## src/rtl/prog_down_counter_pkg.sv

```systemverilog
// Shared definitions for the programmable down-counter: FSM state encoding
// and the width of one counting stage.
package prog_down_counter_pkg;

  localparam int NIBBLE_W = 4;

  typedef enum logic [1:0] {
    ST_IDLE = 2'd0,
    ST_RUN  = 2'd1,
    ST_HALT = 2'd2
  } state_t;

endpackage

```

## src/rtl/prog_down_counter_nibble.sv

```systemverilog
// One 4-bit down-counting stage (ttl_down_nibble). It decrements when enabled
// and every lower stage is zero, and passes the borrow up the cascade.
module ttl_down_nibble
  import prog_down_counter_pkg::*;
(
  input  logic                clk,
  input  logic                clear_n,
  input  logic                load_n,
  input  logic [NIBBLE_W-1:0] d,
  input  logic                en,
  input  logic                bi,
  output logic [NIBBLE_W-1:0] q,
  output logic                bo
);

  // NOTE: registers use non-blocking assignments so every stage samples the
  // pre-edge value of its neighbours, the same way the chained TTL parts do.
  always_ff @(posedge clk) begin
    if (!clear_n) begin
      q <= '0;
    end else if (!load_n) begin
      q <= d;
    end else if (en && bi) begin
      q <= q - NIBBLE_W'(1);
    end
  end

  assign bo = bi && (q == '0);

endmodule

```

## src/rtl/prog_down_counter.sv

```systemverilog
// Cascadable programmable down-counter/divider: FSM, reload register and
// terminal-count pulse around a chain of 4-bit down-counting stages.
module prog_down_counter
  import prog_down_counter_pkg::*;
#(
  parameter int NIBBLES     = 4,
  parameter bit AUTO_RELOAD = 1'b1
) (
  input  logic                        clk,
  input  logic                        clear_n,
  input  logic                        load_n,
  input  logic [NIBBLE_W*NIBBLES-1:0] d,
  input  logic                        start,
  input  logic                        t,
  input  logic                        p,
  output logic [NIBBLE_W*NIBBLES-1:0] q,
  output logic                        bo,
  output logic                        tc_pulse,
  output logic                        busy
);

  localparam int W = NIBBLE_W * NIBBLES;

  state_t         state, state_nx;
  logic [W-1:0]   reload;
  logic [W-1:0]   stage_d;
  logic           stage_load_n;
  logic           run, q_zero, restart, terminal, count;
  logic [NIBBLES:0] borrow;

  assign run     = (state == ST_RUN);
  assign q_zero  = (q == '0);
  assign restart = load_n && start;
  // A step happens only when neither a parallel load nor a restart claims the edge.
  assign terminal = load_n && !start && run && t && p && q_zero;
  assign count    = load_n && !start && run && t && p && !q_zero;

  // Stages share one parallel-load path: external preset or the reload value.
  assign stage_load_n = !(!load_n || restart || (terminal && AUTO_RELOAD));
  assign stage_d      = !load_n ? d : reload;

  assign borrow[0] = t;
  assign bo        = borrow[NIBBLES];

  for (genvar i = 0; i < NIBBLES; i++) begin : g_stage
    ttl_down_nibble u_nibble (
      .clk     (clk),
      .clear_n (clear_n),
      .load_n  (stage_load_n),
      .d       (stage_d[i*NIBBLE_W +: NIBBLE_W]),
      .en      (count),
      .bi      (borrow[i]),
      .q       (q[i*NIBBLE_W +: NIBBLE_W]),
      .bo      (borrow[i+1])
    );
  end

  // NOTE: the next-state default is assigned first so no path leaves
  // state_nx unassigned, which would otherwise infer a latch.
  always_comb begin
    state_nx = state;
    if (restart) begin
      state_nx = ST_RUN;
    end else if (terminal && !AUTO_RELOAD) begin
      state_nx = ST_HALT;
    end
  end

  // NOTE: the reload register sits under the same synchronous clear as the
  // rest of the state, so a clear deliberately discards the reload value.
  always_ff @(posedge clk) begin
    if (!clear_n) begin
      state    <= ST_IDLE;
      reload   <= '0;
      tc_pulse <= 1'b0;
      busy     <= 1'b0;
    end else begin
      state    <= state_nx;
      if (!load_n) begin
        reload <= d;
      end
      tc_pulse <= terminal;
      busy     <= (state_nx == ST_RUN);
    end
  end

endmodule
```

## config.mk

```make
export PLATFORM = sky130hd
export DESIGN_NAME = prog_down_counter
export DESIGN_NICKNAME = d
export VERILOG_FILES = /design/src/rtl/prog_down_counter_pkg.sv /design/src/rtl/prog_down_counter_nibble.sv /design/src/rtl/prog_down_counter.sv
export SDC_FILE = /design/constraint.sdc
export NUM_CORES = 1
export LEC_CHECK = 0
export ABC_AREA = 1
export CAP_MARGIN = 10
export CORE_MARGIN = 1.5
export CORE_UTILIZATION = 46
export DETAILED_ROUTE_END_ITERATION = 16
export PLACE_DENSITY = 0.7
export SETUP_SLACK_MARGIN = 0.05
export SYNTH_ARGS = -nofsm -noshare
export SYNTH_HDL_FRONTEND = slang
export SYNTH_SLANG_ARGS = --single-unit
```

## constraint.sdc

```tcl
create_clock -name clk -period 3.3 [get_ports clk]
set_input_delay 0.66 -clock clk [delete_from_list [all_inputs] [get_ports clk]]
set_output_delay 0.66 -clock clk [all_outputs]
set_load 0.005 [all_outputs]
```

==> results.ini, run 1 <==
[sta]
finalCritPeriodShare_pct=85.26
setup_viol=0
max_freq_ghz=0.3554
setup_tns_ps=0
worst_pin_slew_ps=566.8
finalHoldViolCount=0
rsz0062_at_grt=no
finalMaxSlewViolations=0
finalCriticalPeriod_ps=2814
relSlewSlack_pct=62.17
fin_skew_ps=4.969

[logic_synthesis]
yosys.area.top_type=dfxtp_1
syn_area_per_cell_sq_um=7.391
yosys_warnings=0
netlist_top_cells_area=dfxtp_1 38%, nor2_1 9.2%, inv_1 7.1%
synth.distinct_cells=30
ys_ff_latch=36
synth_cells=259
seq_area_frac_synth_pct=37.65
netlist.area_leader.share_pct=37.65
netlist_area_sq_mm=0.001914
synth_nets=288

[worst_setup_path]
cp-end-kind=primary output
crit_path_end=bo
startpoint=g_stage[0].u_nibble.q[0]
worst-r2r-setup-slack_ps=1270
cp.arrival_ps=2150
cp-start-kind=flop
rr_startpoint=g_stage[0].u_nibble.q[0]
worst_ep_required_time_ps=2640
cp_max_fo=5
worst-r2r-cell-count=11
timing.rr.end=g_stage[3].u_nibble.q[2]
criticalPathCategory=reg -> out

[grt]
grt_max_degree=25
busiest_layer=met2
antenna_found_initial=0
grt_pass1_wl_um=6762
gr-usage-met1_pct=26.26
met3_usage_pct=5.167
grt.overflow.total=0
grt_pass1_vias=1526
grt_usage_pct=19.73
use_met2_pct=31.13

[drt]
drt_iter0_drc=104
dr.pass1.iters=4
via_count=1683
ant_nets=0
wl_per_cell_um=11.53
vias_per_cell=4.781
drt_wl_total_um=4060
drc=0

[run]
drv_cap=0

[finish]
final_util_pct=60.96
nets=330
antennaDiodeCount=0
fillers=378
layout-drive-gt1-share_pct=9.603
synthToLayoutAreaGrowth_pct=27.39

[floorplanning]
start_util_pct=47.86
fp.dieH_um=67.51
pin_count=41
fp-row-count=23
die_w_um=67.51
core_area_sq_mm=0.004000
dieArea_sq_mm=0.004558

[clocking]
cts.sinks=36
clkTransAtPathRegs_ps=70
htreeDepth=2
clock_latency_ps=290
cts_hold_buf=0
cts_buffers=5
cts_setup_buffers=0
root_buffer=clkbuf_8
cts_tree=done
cts_resized=0
cts_buffer_depth=2

[status]
status=completed

[placed_design]
place.port_buffers=40
place_hpwl_um=3069
gp_congestion=0.8982

[power]
ir_drop_v=0.0002388
p_leak_uw=0.001141
power_density_mw_per_mm2=427.6

[worst_hold_path]
hp-class=reg -> reg

[synth_stat cells]
library cell	n
a21oi_1	10
a21oi_2	1
buf_2	1
buf_4	1
buf_6	2
clkbuf_1	3
dfxtp_1	36
ha_1	7
inv_1	36
inv_2	1
inv_4	1
mux2i_1	9
nand2_1	32
nand2_2	2
nand2_4	2
nand3_1	20
nand3_4	1
nand4_1	1
nor2_1	47
nor2_4	3
nor2_8	1
nor3_1	2
nor3b_1	1
o21a_1	1
o21ai_0	19
o21ai_1	3
o21bai_1	1
or2_2	7
xnor2_1	3
xor2_1	5
[critical path: stages (launching register included)]
cell,delay [ps]
dfxtp_1,340
inv_1,100
ha_1,170
nand3_1,170
nor2_1,250
nand2_1,210
nor2_1,130
clkdlybuf4s50_1,500
[state kept, by name (all words and copies together), names as in the netlist]
| name | count |
|---|---|
| busy | 1 |
| state | 2 |
| g_stage.u_nibble.q | 16 |
| tc_pulse | 1 |
| reload | 16 |
[how the worst min path moves through the flow]
stage                         from        to  cells past startpoint
after floorplan           state[1]  state[1]                      2
after global placement    state[1]  state[1]                      2
after CTS                 state[1]  state[1]                      2
after detailed placement  state[1]  state[1]                      2
after global routing      state[1]  state[1]                      2
final                     state[1]  state[1]                      2
[cells by family after synthesis]
logic type               count (synthesis)  share of synthesized area, %
buffers and inverters                   45                         10.00
multiplexers                             9                         4.706
AO/OA/AOI/OAI                           35                         9.608
XOR/XNOR                                 8                         3.660
flip-flops                              36                         37.65
AND/OR/NAND/NOR                        119                         29.80
adder cells (fa/ha/maj)                  7                         4.575
[per-layer routing]
layer / wire length, um / vias up
li1: - / 897
met1: 2039 / 737
met2: 1774 / 44
met3: 197 / 5
met4: 49 / 0
met5: 0 / -
[final cells by class]
class                      count  area (sq um)  share of cell area, %
inverter                      38         145.1                  5.952
sequential                    36         720.7                  29.55
clock buffer                   6         82.58                  3.386
multi-input combinational    178          1002                  41.10
timing repair buffer          42         415.4                  17.03
clock inverter                 2         10.01                 0.4105
tap                           50         62.56                  2.565
[stage by stage]
stage	instances	worst slack [ps]	cell area (sq um)	hold WS, ps	total power, uW
after floorplan	259	1383	1914	431.6	637.1
after global placement	344	791.4	2346	446.7	725.0
after detailed placement	344	703.3	2346	452.7	726.9
after CTS	352	459.4	2439	463.3	1050
after global routing	352	293.5	2439	484.4	1107
final	352	486.4	2439	464.9	1043
[report_power, final]
group | switching [uW] | internal [uW] | total (uW) | leakage [uW]
combinational | 119 | 114 | 233 | 0.000792
clock | 158 | 166 | 325 | 0.0000510
sequential | 19.9 | 465 | 485 | 0.000298
total | 297 | 746 | 1040 | 0.00114
[layout by cell type, fill, tap and decap left out, types with 3 or more instances in the layout]
cell             instances
xnor2_1                  3
dfxtp_1                 36
clkdlybuf4s50_1         40
o21ai_0                 19
a21oi_1                 10
clkbuf_8                 6
nand2_1                 32
xor2_1                   5
nor2_4                   3
ha_1                     7
nor2_1                  47
inv_1                   36
nand3_1                 20
or2_2                    7
o21ai_1                  3
mux2i_1                  9
No activity file was read; power rests on OpenSTA's default activity.
==> inputs of run 2 (changes only) <==
CTS_BUF_LIST = sky130_fd_sc_hd__clkbuf_8   (was default)
==> results of run 2 <==
The final DEF is identical to that of run 1; final timing and power are the same.
==> inputs of run 3 (changes only) <==
CAP_MARGIN = 0   (was 10)
SLEW_MARGIN = 5   (was default)
==> results of run 3 <==
The final DEF is identical to that of run 1; final timing and power are the same.
